## src/rtl/hamming_decoder_pipe.sv

```systemverilog
// Two-stage pipelined Hamming SEC decoder for 38-bit codewords.
// Valid/ready on both sides, saturating corrected/uncorrectable counters.
module hamming_decoder_pipe #(
  parameter int CNT_W = 16
) (
  input  logic             clk,
  input  logic             rst_n,
  input  logic             in_valid,
  output logic             in_ready,
  input  logic [37:0]      enc_data,
  output logic             out_valid,
  input  logic             out_ready,
  output logic [31:0]      data,
  output logic             err_corrected,
  output logic             err_uncorr,
  output logic [5:0]       syndrome,
  input  logic             cnt_clr,
  output logic [CNT_W-1:0] corr_cnt,
  output logic [CNT_W-1:0] uncorr_cnt
);

  typedef struct packed {
    logic [37:0] code;
    logic [5:0]  syn;
  } s1_t;

  typedef struct packed {
    logic [31:0] data;
    logic        corr;
    logic        uncorr;
    logic [5:0]  syn;
  } s2_t;

  logic             s1_valid_q, s1_valid_d;
  s1_t              s1_q, s1_d;
  logic             s2_valid_q, s2_valid_d;
  s2_t              s2_q, s2_d;
  logic [CNT_W-1:0] corr_cnt_q, corr_cnt_d;
  logic [CNT_W-1:0] uncorr_cnt_q, uncorr_cnt_d;

  logic        s2_adv;
  logic        s1_adv;
  logic        accept;
  logic        fire_out;
  logic [5:0]  syn_raw;
  logic [37:0] fix;
  logic [37:0] fixed_code;
  logic        dec_corr;
  logic        dec_uncorr;

  // Syndrome bit k covers every position p with bit k of p set.
  for (genvar k = 0; k < 6; k++) begin : g_syn
    logic [37:0] m;
    for (genvar i = 0; i < 38; i++) begin : g_bit
      if (((i + 1) >> k) % 2 == 1) begin : g_on
        assign m[i] = enc_data[i];
      end else begin : g_off
        assign m[i] = 1'b0;
      end
    end
    assign syn_raw[k] = ^m;
  end

  assign s2_adv   = !s2_valid_q || out_ready;
  assign s1_adv   = !s1_valid_q || s2_adv;
  assign in_ready = s1_adv;
  assign accept   = in_valid && s1_adv;
  assign fire_out = s2_valid_q && out_ready;

  // Stage 1 next state: capture codeword and its syndrome.
  always_comb begin
    s1_valid_d = s1_valid_q;
    s1_d       = s1_q;
    if (s1_adv) begin
      s1_valid_d = in_valid;
    end
    if (accept) begin
      s1_d.code = enc_data;
      s1_d.syn  = syn_raw;
    end
  end

  // Classify the stage-1 syndrome and build the correction mask.
  always_comb begin
    fix        = '0;
    dec_corr   = 1'b0;
    dec_uncorr = 1'b0;
    unique case (1'b1)
      (s1_q.syn == 6'd0): begin
      end
      (s1_q.syn != 6'd0 && s1_q.syn <= 6'd38): begin
        dec_corr = 1'b1;
        fix      = 38'd1 << (s1_q.syn - 6'd1);
      end
      (s1_q.syn > 6'd38): begin
        dec_uncorr = 1'b1;
      end
      default: begin
      end
    endcase
  end

  assign fixed_code = s1_q.code ^ fix;

  // Stage 2 next state: register the extracted data and flags.
  always_comb begin
    s2_valid_d = s2_valid_q;
    s2_d       = s2_q;
    if (s2_adv) begin
      s2_valid_d = s1_valid_q;
      if (s1_valid_q) begin
        s2_d.data = {fixed_code[37:32],
                     fixed_code[30:16],
                     fixed_code[14:8],
                     fixed_code[6:4],
                     fixed_code[2]};
        s2_d.corr   = dec_corr;
        s2_d.uncorr = dec_uncorr;
        s2_d.syn    = s1_q.syn;
      end
    end
  end

  // Event counters: clear wins, otherwise saturating increment on transfer.
  always_comb begin
    corr_cnt_d   = corr_cnt_q;
    uncorr_cnt_d = uncorr_cnt_q;
    if (cnt_clr) begin
      corr_cnt_d   = '0;
      uncorr_cnt_d = '0;
    end else if (fire_out) begin
      if (s2_q.corr && !(&corr_cnt_q)) begin
        corr_cnt_d = corr_cnt_q + 1'b1;
      end
      if (s2_q.uncorr && !(&uncorr_cnt_q)) begin
        uncorr_cnt_d = uncorr_cnt_q + 1'b1;
      end
    end
  end

  // Pipeline and counter state.
  always_ff @(posedge clk or negedge rst_n) begin
    if (!rst_n) begin
      s1_valid_q   <= 1'b0;
      s1_q         <= '0;
      s2_valid_q   <= 1'b0;
      s2_q         <= '0;
      corr_cnt_q   <= '0;
      uncorr_cnt_q <= '0;
    end else begin
      s1_valid_q   <= s1_valid_d;
      s1_q         <= s1_d;
      s2_valid_q   <= s2_valid_d;
      s2_q         <= s2_d;
      corr_cnt_q   <= corr_cnt_d;
      uncorr_cnt_q <= uncorr_cnt_d;
    end
  end

  assign out_valid     = s2_valid_q;
  assign data          = s2_q.data;
  assign err_corrected = s2_q.corr;
  assign err_uncorr    = s2_q.uncorr;
  assign syndrome      = s2_q.syn;
  assign corr_cnt      = corr_cnt_q;
  assign uncorr_cnt    = uncorr_cnt_q;

endmodule
```

## config.mk

```make
export PLATFORM = sky130hd
export DESIGN_NAME = hamming_decoder_pipe
export DESIGN_NICKNAME = d
export VERILOG_FILES = /design/src/rtl/hamming_decoder_pipe.sv
export SDC_FILE = /design/constraint.sdc
export NUM_CORES = 1
export LEC_CHECK = 0
export CORE_ASPECT_RATIO = 1.1
export CORE_UTILIZATION = 33
export CTS_CLUSTER_DIAMETER = 100
export DETAILED_ROUTE_END_ITERATION = 10
export PLACE_DENSITY = 0.62
export REMOVE_ABC_BUFFERS = 1
export SYNTH_ARGS = -nofsm -noshare
export SYNTH_HDL_FRONTEND = slang
export SYNTH_SLANG_ARGS = --single-unit
export TNS_END_PERCENT = 30
```

## constraint.sdc

```tcl
create_clock -name clk -period 1.8 [get_ports clk]
set_input_delay 0.36 -clock clk [delete_from_list [all_inputs] [get_ports clk]]
set_output_delay 0.36 -clock clk [all_outputs]
set_load 0.05 [all_outputs]
```

* Word level (Yosys, flattened, before mapping)
Cells that the tools add are included.
** Operators by class
- Add/subtract/negate cells :: 3
- Magnitude comparators :: 2
- Shift-type cells :: 1
- Multiplexer cells :: 9
- Bitwise logic cells :: 1
- Reduce and logical (&&, ||, !) cells :: 26
** Operator list (number)
- $reduce_xor 38->1 :: 6
- $mux 16 :: 6
- $mux 38 :: 1
- $shl 1x6->38 const A :: 1
- $xor 38x38->38 :: 1
- $add 16x1->16 const B :: 2
- $reduce_and 16->1 :: 2
- $gt 6x6->1 const B :: 1
- $le 6x6->1 const B :: 1
- $reduce_and 2->1 :: 3
- $reduce_bool 2->1 :: 3
- $reduce_bool 6->1 :: 1
- $sub 6x1->6 const B :: 1
- $logic_and 1x1->1 :: 5
- $logic_not 1->1 :: 4
- $logic_or 1x1->1 :: 2
- $mux 1 :: 2
** Storage, ports and cells
- Bits in registers :: 118
- Input bits :: 43
- Output and inout bits :: 74
- Logic and storage cells :: 52

* Logic depth before layout (Yosys ltp)
Gate-level depths: netlist of run 1.
- Depth after elaboration :: 6
- Gate-level depth with buffers :: 7
- Gate-level depth less buffers :: 6

* Worst setup path after synthesis of run 1
Ideal clock, no wire load.
- Kind :: flip-flop to flip-flop
- Start :: reg s2_valid_q, in the netlist out_valid
- End :: reg s1_q[10] (netlist name)
- Library setup time :: 0.125 ns
- Arrival :: 2.196 ns
- Required time :: 1.675 ns
- Path slack :: -0.521 ns
- Stages on the path, launching flop included :: 5
- Buffers on the path :: 1
- Clock period less this slack :: 2.321 ns
- Cell sequence :: dfrtp_1 nand3b_1 nand2_1 buf_2 mux2_2
** Between the ends
- Word-level cells in the longest chain between the ends :: 4
** Ends and longest elaborated chain
- from (decl) :: line 36 : logic s2_valid_q, s2_valid_d;
- from (signal assigned) :: line 153 : s2_valid_q <= s2_valid_d;
- $logic_not 1->1 :: line 64 : assign s2_adv = !s2_valid_q || out_ready;
- $logic_or 1x1->1 :: line 64
- $logic_or 1x1->1 :: line 65 : assign s1_adv = !s1_valid_q || s2_adv;
- via in_ready :: line 9 : output logic in_ready,
- $logic_and 1x1->1 :: line 67 : assign accept = in_valid && s1_adv;
- to (signal assigned) :: line 145 : s1_q <= '0;
- to (signal assigned) :: line 152 : s1_q <= s1_d;
- to (decl) :: line 35 : s1_t s1_q, s1_d;
The timed path passes the listed nets, and every way through them passes these cells.
A chain may end at the register's enable or synchronous reset.

* Final worst setup path of run 1
- Start :: in enc_data[1]
- End :: reg s1_q[1] (netlist name)
** Between the ends
- Word-level cells in the longest chain between the ends :: 1
** Ends and longest elaborated chain
- from (decl) :: line 10 : input logic [37:0] enc_data,
- $reduce_xor 38->1 :: line 61 : assign syn_raw[k] = ^m;
Every way passes these cells.

==> flow_results.org, run 1 <==
** Timing
- After layout, the worst path uses 95.1% of the clock period.
- For the pin with the worst max-slew slack, the measured transition is 0.436 ns.
- Time the final worst path needs with I/O delays and setup :: 1.71 ns
- Final Hold Viols :: 0
- The clock arrives with 0.00925 ns of skew.
- Setup-failing EPs final :: 0
- Final worst hold slack :: 0.372 ns
- Slew margin rel. :: 70.9%
- Post-route setup slack :: 0.0890 ns
- Based on the critical path, the design can be clocked at up to 0.584 GHz.
- RSZ-0062 raised after global routing :: yes
- The count of pins over their slew limit is 0.

** Floorplanning
- The core region is 0.0170 mm².
- Starting Density :: 33.8%
- Pin placement for this block handled 117 I/O pins.
- Width of the die :: 128 µm
- After floorplanning, the core was divided into 50 placement rows.
- In this run the vertical extent of the chip is 140 µm.
- The floorplan step defined a die boundary enclosing 0.0179 mm².

** Cells and area
- # nets final :: 755
- Number of antenna diodes :: 0
- Of the cells placed in the final design, the portion with a size suffix greater than 1 is 29.6%.
- Area delta synth->final :: 38.3%

** Placement
- At the end of routability-driven placement, the weighted congestion stood at 0.868.
- DP Worst Slack :: -0.471 ns
- Buffers placed on the I/O ports in this run total 116.
- Post-DP HPWL :: 11300 µm

** Min path
- For hold timing, the worst endpoint is s1_q[30]$_DFFE_PN0P_.
- The startpoint identified for the worst hold timing path is enc_data[24].
- Instance count along the most critical hold path :: 2
- Worst min path class :: in -> reg

** Clock network
- Maximum level of the CTS H-tree :: 3
- For this design, the sink count on the clock tree is 112.
- Clock tree root buffer cell :: sky130_fd_sc_hd__clkbuf_16
- CTS clk-pin slew, worst paths :: 0.07 ns
- The longest clock path from root to sink contains 2 buffers.
- Clock latency on the worst-skew pair, taken at its later pin, is 0.35 ns.
- CTS tree :: done
- Clock buffer count from CTS :: 9

** Global route
- Number of global-route vias before repair :: 4628
- The first global-routing pass estimated 24300 µm of wire.
- Number of antenna violations at the first check in global routing :: 0
- Global routing used 17.3% of the available tracks across all layers.
- Entering global routing, the biggest net connects 40 pins.
- Summed over all layers, the global routing overflow is 0.

** Pwr
- Cell leakage power :: 3.64 nW
- Worst-case vdd ir drop :: 0.597 mV
- Dividing total power by cell area gives a power density of 1140 mW/mm².

** Synth
- The share of synthesized area in the top cell type comes to 48.8%.
- The cell area that synthesis handed to floorplanning was 0.00574 mm².
- Number of different library cells in the post-synthesis netlist :: 36
- Main flop type after synthesis :: sky130_fd_sc_hd__dfrtp_1
- Yosys printed 0 warnings.
- Cell type contributing the most total cell area after synthesis :: sky130_fd_sc_hd__dfrtp_1
- Largest cells by area after synthesis :: sky130_fd_sc_hd__dfrtp_1 49%, sky130_fd_sc_hd__xnor2_1 9.0%, sky130_fd_sc_hd__xor2_1 8.8%, sky130_fd_sc_hd__mux2_2 7.6%, sky130_fd_sc_hd__nand2_1 4.2%
- In this run the mean area of a mapped cell was 10.6 µm².
- Top cells by instance count after synthesis :: 112 x sky130_fd_sc_hd__dfrtp_1, 64 x sky130_fd_sc_hd__nand2_1, 59 x sky130_fd_sc_hd__xnor2_1
- In this run, synthesis produced a sequential element count of 112.
- Proportion of synthesized flip-flops having asynchronous set or reset :: 100%
- Count of flip-flops with a built-in enable after synthesis :: 0
- Synth Instances :: 543
- The most common cell in the synthesized netlist is sky130_fd_sc_hd__dfrtp_1.
- After synthesis, flip-flops and latches occupy 48.8% of the total area.

** Run
- Number of max-capacitance violations reported :: 0

** Critical path
- Startpoint Class :: input port
- Crit Path Max Fanout :: 1
- Source of the worst register-to-register timing path :: s1_q[1]$_DFFE_PN0P_
- Cell Chain, Critical Path :: clkdlybuf4s50_1 -> xnor2_2 -> xnor2_2 -> buf_4 -> xnor3_1 -> xor2_1 -> o21ai_1
- The worst register-to-register path has a setup slack of 0.12 ns.
- The most numerous cell type found on the critical path is sky130_fd_sc_hd__xnor2_2.
- Worst Path Class, Setup :: in -> reg
- Type of element capturing the critical path :: register
- Endpoint of the worst-slack reg-to-reg timing path :: data[1]$_DFFE_PN0P_
- FF-to-FF path depth :: 5
- Critical path data required time :: 2.08 ns
- At the worst endpoint, the arrival time is 1.99 ns.
- Slowest stage cell on the critical path :: sky130_fd_sc_hd__clkdlybuf4s50_1
- Critical path's largest stage delay :: 0.44 ns

** Drt
- Via count :: 4501
- In the routed layout, each cell is associated on average with a via count of 4.75.
- For this block, the initial DRC count from the detailed router was 258.
- Remaining number of nets flagged by the antenna check after routing :: 0
- Pre-Repair DR Iteration Count :: 4
- Mean routed wirelength per cell :: 15.4 µm
- DRC Markers :: 0
- Wirelength, routed :: 14600 µm

** Outcome
- Outcome :: finished, final reports clean
stage by stage:
step	total power, mW	cell area [µm²]	TNS (ns)	utilization, %	cells
2_1_floorplan	5.57	5650	-59.86	-	520
3_3_place_gp	6.97	7460	-7.49	43.8	932
3_5_place_dp	7.04	7460	-8.17	43.8	932
4_1_cts	9.12	7800	-0.00112	45.8	948
5_1_grt	9.56	7950	-0.0219	46.7	948
6_report	9.07	7950	0	46.7	948
critical path: cells and delay by family:
kind | cells | cell delay [ns]
XOR/XNOR | 4 | 0.90
buffers and inverters | 2 | 0.58
AO/OA/AOI/OAI | 1 | 0.14
power breakdown:
group | total [mW] | internal (mW) | switching, mW | leakage, nW
registers | 3.31 | 2.97 | 0.339 | 1.41
clock network | 2.03 | 1.15 | 0.875 | 0.146
logic | 3.73 | 1.46 | 2.26 | 2.09
total | 9.07 | 5.59 | 3.48 | 3.64
what timing repair did:
| action | 4_1_cts | 5_1_grt |
|---|---|---|
| gates resized for setup | 9 | 30 |
| endpoints found under the hold margin | 11 | 0 |
| setup endpoints to repair | 3 | 14 |
| hold buffers | 1 | 0 |
| buffers inserted | 0 | 0 |
| pin swaps | 4 | 15 |
routing by layer:
metal | global-route usage, % | vias to the layer above | part of all wire, %
met5 | 0 | - | 0
met4 | 5.20 | 0 | 1.5
met3 | 2.33 | 15 | 3.6
met2 | 29.1 | 106 | 49
met1 | 23.0 | 2203 | 46
li1 | - | 2177 | -
placed cells by master, fill, tap and decap left out, drive strengths merged:
cell type / count
and4: 6
dlymetal6s2s: 11
dfrtp: 112
dlygate4sd3: 1
inv: 1
a311oi: 1
bufinv: 1
o2111ai: 7
ha: 2
nand4: 16
mux2: 39
nand2: 64
clkinv: 1
xor2: 58
nand3: 10
xnor2: 59
mux2i: 2
and3: 13
xnor3: 4
or3b: 2
or3: 2
nand2b: 3
a21oi: 2
clkdlybuf4s50: 26
clkbuf: 13
o211ai: 7
nor2: 47
nor3b: 2
o21ai: 44
dlygate4sd2: 4
nor3: 1
nand3b: 2
and2: 5
nor4: 2
and3b: 2
o41ai: 1
nor2b: 4
buf: 137
layout make-up:
class	count	area, µm²
well taps	234	293
repair buffers	179	1550
inverters	1	3.75
clock inverters	2	38.8
multi-input cells	407	3000
flip-flops and latches	112	2800
clock buffers	13	260
fillers	1636	9070
kinds of logic (layout without fill, tap and decap cells):
family	after synthesis	count (layout)	share of synthesized area (%)
AND/OR/NAND/NOR	181	181	15.4
XOR/XNOR	121	121	19.4
flip-flops	112	112	48.8
AO/OA/AOI/OAI	62	62	6.29
multiplexers	41	41	7.99
buffers and inverters	24	195	1.70
adder cells (fa/ha/maj)	2	2	0.436
worst max-delay path by stage:
stage	from	to	slack (ns)	depth (start not counted)
3_3_place_gp	enc_data[37]	s1_q[2]$_DFFE_PN0P_	-0.48	6
6_report	enc_data[1]	s1_q[1]$_DFFE_PN0P_	0.09	7
3_5_place_dp	enc_data[37]	s1_q[2]$_DFFE_PN0P_	-0.47	6
2_1_floorplan	out_valid$_DFFE_PN0P_	s1_q[10]$_DFFE_PN0P_	-1.05	3
5_1_grt	corr_cnt[6]$_DFFE_PN0P_	corr_cnt[1]$_DFFE_PN0P_	-0.02	5
4_1_cts	enc_data[14]	s1_q[0]$_DFFE_PN0P_	-0.001	6
sequential cells by signal (all words and copies together), names as in the netlist:
register and cells:
s1_valid_q 1, out_valid 1, err_corrected 1, uncorr_cnt 16
corr_cnt 16, data 32, s1_q 38, err_uncorr 1
syndrome 6
Power figures use the tool's default switching activity.
==> run 2: changes to the inputs <==
--- a/config.mk
+++ b/config.mk
@@ -6,10 +6,10 @@
 export NUM_CORES = 1
 export LEC_CHECK = 0
 export CORE_ASPECT_RATIO = 1.1
-export CORE_UTILIZATION = 33
+export CORE_UTILIZATION = 52
 export CTS_CLUSTER_DIAMETER = 100
 export DETAILED_ROUTE_END_ITERATION = 10
-export PLACE_DENSITY = 0.62
+export PLACE_DENSITY = 0.88
 export REMOVE_ABC_BUFFERS = 1
 export SYNTH_ARGS = -nofsm -noshare
 export SYNTH_HDL_FRONTEND = slang
==> run 2 against run 1 <==
- first-iteration DRC count decreased by 28%
- routed wire length shrank 4.3%
- die area shrank 36%
- maximum frequency fell by 4.7%
- clock power grew 5%
- global-route usage up 8.0 points
- highest routed layer unchanged
==> flow_results.org, run 2 (synthesized netlist as in run 1, its figures left out) <==
** Clock network
- CTS tree :: done
- Clock buffer count from CTS :: 9
- The clock tree synthesis step divided the H-tree into 3 levels.
- The later pin in the worst-skew pair is clocked with a latency of 0.35 ns.
- Clock-pin slew was measured on the worst setup and hold paths at 0.07 ns.
- Number of sinks handled by clock tree synthesis :: 112
- Worst-case clock buffer depth :: 2
- Clock tree root buffer cell :: sky130_fd_sc_hd__clkbuf_16

** Drt
- Mean routed wirelength per cell :: 16.2 µm
- The routed design has 13900 µm of wire.
- For this block, wires on met1 add up to 5910 µm.
- Wire segments on met2 add up to 7070 µm in the final route.
- After detailed routing, the number of remaining DRC violations is 0.
- Iter 0 DRT Violations :: 185
- For this block, the via count after detailed routing is 4584.
- Wire segments on met3 add up to 623 µm in the final route.
- Post-detailed-route via-to-cell ratio :: 5.34
- In this run the top signal layer used is met4.
- Pre-Repair DR Iteration Count :: 5
- The count of nets left with antenna violations once routing finished came out at 0.

** Critical path
- The setup check on the worst reg-to-reg path leaves a slack of 0.09 ns.
- The most critical setup path has its startpoint at enc_data[8].
- Source of the worst register-to-register timing path :: s1_q[3]$_DFFE_PN0P_
- Worst Path Class, Setup :: in -> reg
- For the worst setup path, the data arrival time is 2.02 ns.
- Crit Path Max Fanout :: 2
- STA classifies the critical path endpoint as a register.
- The endpoint identified for the worst register-to-register timing path is data[26]$_DFFE_PN0P_.
- In this run the worst setup path terminates at s1_q[0]$_DFFE_PN0P_.
- FF-to-FF path depth :: 6
- At the worst endpoint, the required time is 2.03 ns.
- Startpoint Class :: input port

** Floorplanning
- Num rows :: 39
- Starting Density :: 54.2%
- The region available for standard cell placement spans 0.0106 mm².
- In this run the vertical extent of the chip is 112 µm.
- The floorplan step defined a die boundary enclosing 0.0115 mm².
- Number of primary I/O pins :: 117
- From left edge to right edge, the die measures 102 µm.

** Global route
- In the global route stage, overall resource usage came out at 25.3%.
- Entering global routing, the biggest net connects 44 pins.
- Number of global-route vias before repair :: 4639
- The initial antenna violation count came to 1.
- First-pass GRT wire length :: 22300 µm
- Residual overflow from global routing :: 0

** Timing
- Between clock sinks in the finished design, the worst skew comes to 0.00503 ns.
- The clock period could shrink to 1.80 ns.
- Transition at the pin with the smallest max-transition slack :: 0.504 ns
- The hold violation total from the final report was 0.
- Final worst hold slack :: 0.406 ns
- Slew Viols, Final :: 0
- Slew margin rel. :: 66.4%
- Setup violations remaining at the end of the flow were counted as 0.
- Highest clock rate :: 0.557 GHz
- Setup total negative slack on the finished layout was measured at 0 ns.
- The worst path uses 99.7% of the clock period.
- Post-route setup slack :: 0.00478 ns

** Cells and area
- Cells fill 73.7% of the core in the end.
- Share of layout cells above drive strength 1 :: 29.2%
- Once layout is done, the placed cells without fillers occupy 0.00781 mm².
- Final std cells w/o fill :: 859
- Area delta synth->final :: 35.9%
- The library cell used most frequently in the layout, excluding fill and tap cells, is sky130_fd_sc_hd__buf_4.
- More flip-flops sit in one register than any other, and that register is s1_q.
- The filler cells instantiated in the layout total 720.
- Max reg flops :: 38
- Commonest cells after routing, fill and taps aside :: 129 x sky130_fd_sc_hd__buf_4, 112 x sky130_fd_sc_hd__dfrtp_1, 63 x sky130_fd_sc_hd__nand2_1
- # nets final :: 755

** Run
- Number of max-capacitance violations reported :: 0

** Min path
- The path class of the tightest hold or removal check is in -> reg.

** Placement
- After legalization and detailed placement, the total HPWL measured 10400 µm.
- Placed instance area :: 0.00736 mm²
- Number of instances in the placed design :: 841
- The congestion estimate from routability-driven global placement came to 0.889.
- Timing analysis after detailed placement gives a worst setup slack of -0.512 ns.
- Port buffering added 116 buffers.

** Pwr
- Total chip power :: 9.17 mW
- Worst-case vdd ir drop :: 0.846 mV
- For this design the static power due to leakage is 3.55 nW.
- Power spread over the standard cell area amounts to 1170 mW/mm².

** Outcome
- Outcome :: finished, final reports clean
## run 2: worst min-delay path by stage
stage,start,end,slack (ns),depth (start not counted)
3_5_place_dp,rst_n,corr_cnt[11]$_DFFE_PN0P_,0.36,1
3_3_place_gp,rst_n,corr_cnt[11]$_DFFE_PN0P_,0.36,1
6_report,enc_data[9],s1_q[15]$_DFFE_PN0P_,0.41,2
4_1_cts,enc_data[5],s1_q[11]$_DFFE_PN0P_,0.46,2
2_1_floorplan,rst_n,corr_cnt[0]$_DFFE_PN0P_,0.06,0
5_1_grt,enc_data[9],s1_q[15]$_DFFE_PN0P_,0.43,2
## run 2: power by group
group / switching (mW) / internal, mW
clock network: 0.914 / 1.23
logic: 2.26 / 1.47
registers: 0.328 / 2.97
total: 3.50 / 5.67
## run 2: critical path: stages
cell and delay, ns:
sky130_fd_sc_hd__clkdlybuf4s50_1 0.45, sky130_fd_sc_hd__xnor2_1 0.21, sky130_fd_sc_hd__buf_4 0.16, sky130_fd_sc_hd__xnor2_2 0.13, sky130_fd_sc_hd__xnor3_1 0.45, sky130_fd_sc_hd__xor2_1 0.18, sky130_fd_sc_hd__o21ai_1 0.08
## run 2: metal layers
| layer | track usage (%) | up-vias |
|---|---|---|
| li1 | - | 2187 |
| met1 | 31.7 | 2219 |
| met2 | 43.0 | 152 |
| met3 | 4.67 | 26 |
| met4 | 9.90 | 0 |
| met5 | 0 | - |
## run 2: layout make-up
class                           count  area [µm²]  share of cell area (%)
Sequential cell                   112        2800                    35.9
Inverter                            1        3.75                  0.0481
Antenna cell                        1        2.50                  0.0321
Multi-Input combinational cell    407        2960                    37.9
Clock buffer                       10         229                    2.93
Tap cell                          143         179                    2.29
Clock inverter                      6        93.8                    1.20
Timing Repair Buffer              179        1540                    19.7
## run 2: timing repair
action	in CTS	in global routing
hold endpoints to repair	29	0
endpoints found under the setup margin	3	4
hold buffers	1	0
resized for setup	17	8
setup buffers	0	0
pin swaps	5	4
==> run 3: changes to the inputs <==
--- a/config.mk
+++ b/config.mk
@@ -9,6 +9,7 @@
 export CORE_UTILIZATION = 52
 export CTS_CLUSTER_DIAMETER = 100
 export DETAILED_ROUTE_END_ITERATION = 10
+export GPL_ROUTABILITY_DRIVEN = 0
 export PLACE_DENSITY = 0.88
 export REMOVE_ABC_BUFFERS = 1
 export SYNTH_ARGS = -nofsm -noshare
==> run 3 against run 2 <==
- setup slack gained 0.023 ns
- utilization shrank 1.1 points
- highest routed layer unchanged
- register-to-register slack is essentially flat
- sequential power is essentially flat
- first-iteration DRC count shrank 11%
- critical path depth shrank 1
==> flow_results.org, run 3 (synthesized netlist as in run 1, its figures left out) <==
** Timing
- Highest clock rate :: 0.564 GHz
- The final critical path takes up 98.5% of the cycle.
- For the pin with the worst max-slew slack, the measured transition is 0.407 ns.
- After layout, the worst setup slack is 0.0277 ns.
- Setup clock skew after layout :: 0.00474 ns
- In the final timing run, aggregate negative setup slack is 0 ns.
- RSZ-0062 raised after global routing :: yes
- On the final layout, the worst hold slack is 0.419 ns.
- Setup-failing EPs final :: 0
- Slew margin rel. :: 72.8%
- The routed design could run at a clock period as short as 1.77 ns.
- Slew Viols, Final :: 0
- Final Hold Viols :: 0

** Global route
- Number of global-route vias before repair :: 4514
- Across every metal layer, demand over resource in global routing totals 25.1%.
- Number of antenna violations at the first check in global routing :: 0
- The first global-routing pass estimated 22000 µm of wire.
- Residual overflow from global routing :: 0
- Largest net degree at the start of global routing :: 41

** Floorplanning
- Num rows :: 39
- Die Y-Extent :: 112 µm
- Number of primary I/O pins :: 117
- In this run the horizontal extent of the chip is 102 µm.
- Area of the placeable core :: 0.0106 mm²
- Floorplan die area :: 0.0115 mm²
- Starting Density :: 54.2%

** Cells and area
- The register with the most flip-flops in the layout has 38 of them.
- The repair_antennas step left the layout with diodes totalling 0.
- Most frequent standard cell in the layout excluding fill and tap cells :: sky130_fd_sc_hd__buf_4
- Area of all placed cells without fillers :: 0.00769 mm²
- Cells fill 72.6% of the core in the end.
- Commonest cells after routing, fill and taps aside :: 129 x sky130_fd_sc_hd__buf_4, 112 x sky130_fd_sc_hd__dfrtp_1, 63 x sky130_fd_sc_hd__nand2_1
- Share of layout cells above drive strength 1 :: 28.6%
- After the flow finishes, the layout carries non-filler instances totaling 856.
- The filler cells instantiated in the layout total 727.
- For this run, the post-layout net count is 753.
- Largest reg by FF count :: s1_q
- Compared with the post-synthesis result, the final layout area differs by 33.8%.

** Pwr
- Combinational cells account for 41.8% of the total power.
- For this design the ratio of total power to cell area is 1160 mW/mm².
- In this run switching power makes up 39.6% of total power.
- Cell leakage power :: 3.47 nW
- Part of the power in the clock network :: 21.3%
- In this run the power spent charging and discharging nets is 3.54 mW.
- Worst-case vdd ir drop :: 0.721 mV
- Total chip power :: 8.94 mW
- Internal power contribution :: 5.41 mW
- The share of total power dissipated in sequential elements is 36.9%.

** Critical path
- For flop-to-flop paths, the worst setup slack is 0.09 ns.
- Top Family by Delay on Critical Path :: XOR/XNOR gates
- The worst register-to-register path ends at data[2]$_DFFE_PN0P_.
- The most critical setup path has its endpoint at s1_q[2]$_DFFE_PN0P_.
- Data on the critical path is required at its endpoint by 2.08 ns.
- Origin of the worst setup path :: enc_data[6]
- Slowest stage cell on the critical path :: sky130_fd_sc_hd__clkdlybuf4s50_1
- FF-to-FF path depth :: 5
- Source of the worst register-to-register timing path :: s1_q[1]$_DFFE_PN0P_
- Critical path's largest stage delay :: 0.56 ns
- Traced cell by cell, the critical path runs through clkdlybuf4s50_1 -> xnor2_2 -> xnor2_2 -> xnor3_1 -> xnor3_1 -> o21ai_1.
- Of all nets on the critical path, the largest fanout is 3.
- STA puts the critical path data arrival time at 2.05 ns.
- Startpoint Class :: input port
- Counting both buffers and inverters, the worst setup path holds a total of 1.
- Type of element capturing the critical path :: register
- Path length in cells of the critical path :: 6
- The setup path with the least slack is of type in -> reg.

** Drt
- The count of nets left with antenna violations once routing finished came out at 0.
- Before antenna repair, the detailed router went through 4 iterations.
- Summed over all layers, the routed wires come to 14000 µm.
- For this block, the initial DRC count from the detailed router was 164.
- In the routed design, unresolved DRC markers number 0.
- Mean routed wirelength per cell :: 16.4 µm
- Dividing the detail-routed via count by the number of cells gives 5.42.
- Via count :: 4638

** Clock network
- Worst-case clock buffer depth :: 2
- For the worst-skew pair, the clock arrives at the later sink with an insertion delay of 0.35 ns.
- After clock tree synthesis, the clock-pin slew on the worst setup and hold paths is 0.07 ns.
- Number of sinks handled by clock tree synthesis :: 112
- Clock buffer count from CTS :: 9
- CTS tree :: done
- The H-tree generated during clock tree synthesis spans 3 levels.
- Clock tree root buffer cell :: sky130_fd_sc_hd__clkbuf_16

** Run
- Number of max-capacitance violations reported :: 0

** Placement
- After detailed placement, the total cell area comes to 0.00733 mm².
- Number of buffers inserted by port buffering :: 116
- Post-DP HPWL :: 10500 µm
- Counting tap cells, the placed design contains a total of 839 instances.
- Before CTS, the worst setup slack after placement is -0.498 ns.

** Outcome
- Outcome :: finished, final reports clean

** Min path
- Worst min path class :: in -> async
-- run 3: worst min path at each step --
stage / cells after the start / to / slack [ns] / start
final: 2 / corr_cnt[4]$_DFFE_PN0P_ / 0.42 / rst_n
after global routing: 2 / corr_cnt[2]$_DFFE_PN0P_ / 0.44 / rst_n
after CTS: 2 / corr_cnt[15]$_DFFE_PN0P_ / 0.42 / rst_n
after detailed placement: 1 / corr_cnt[4]$_DFFE_PN0P_ / 0.26 / rst_n
after global placement: 1 / corr_cnt[5]$_DFFE_PN0P_ / 0.25 / rst_n
after floorplan: 0 / corr_cnt[0]$_DFFE_PN0P_ / 0.06 / rst_n
-- run 3: power by group through the flow --
stage                     logic (mW)  registers (mW)  clock network, mW
after detailed placement        3.66            3.34                  0
after global routing            3.93            3.35               2.04
after global placement          3.57            3.31                  0
after floorplan                 1.21            4.36                  0
final                           3.74            3.30               1.90
after CTS                       3.69            3.30               1.95
-- run 3: per-layer routing --
layer	share of wire (%)	vias to the layer above	track usage, %
met4	2.9	0	11.1
met1	40	2246	30.5
met3	6.4	35	4.92
met2	51	176	42.9
li1	-	2181	-
met5	0	-	0
-- run 3: layout make-up --
type                       count  area (µm²)  area share (%)
tap                          143         179            2.33
timing repair buffer         177        1510            19.6
inverter                       1        3.75          0.0488
sequential                   112        2800            36.5
clock buffer                  10         239            3.11
multi-input combinational    407        2910            37.9
clock inverter                 6        45.0           0.586
-- run 3: timing repair --
item | in CTS | in global routing
buffers inserted | 0 | 0
hold buffers | 1 | 0
endpoints found under the setup margin | 3 | 5
pin swaps | 5 | 0
endpoints found under the hold margin | 16 | 0
resized for setup | 12 | 5
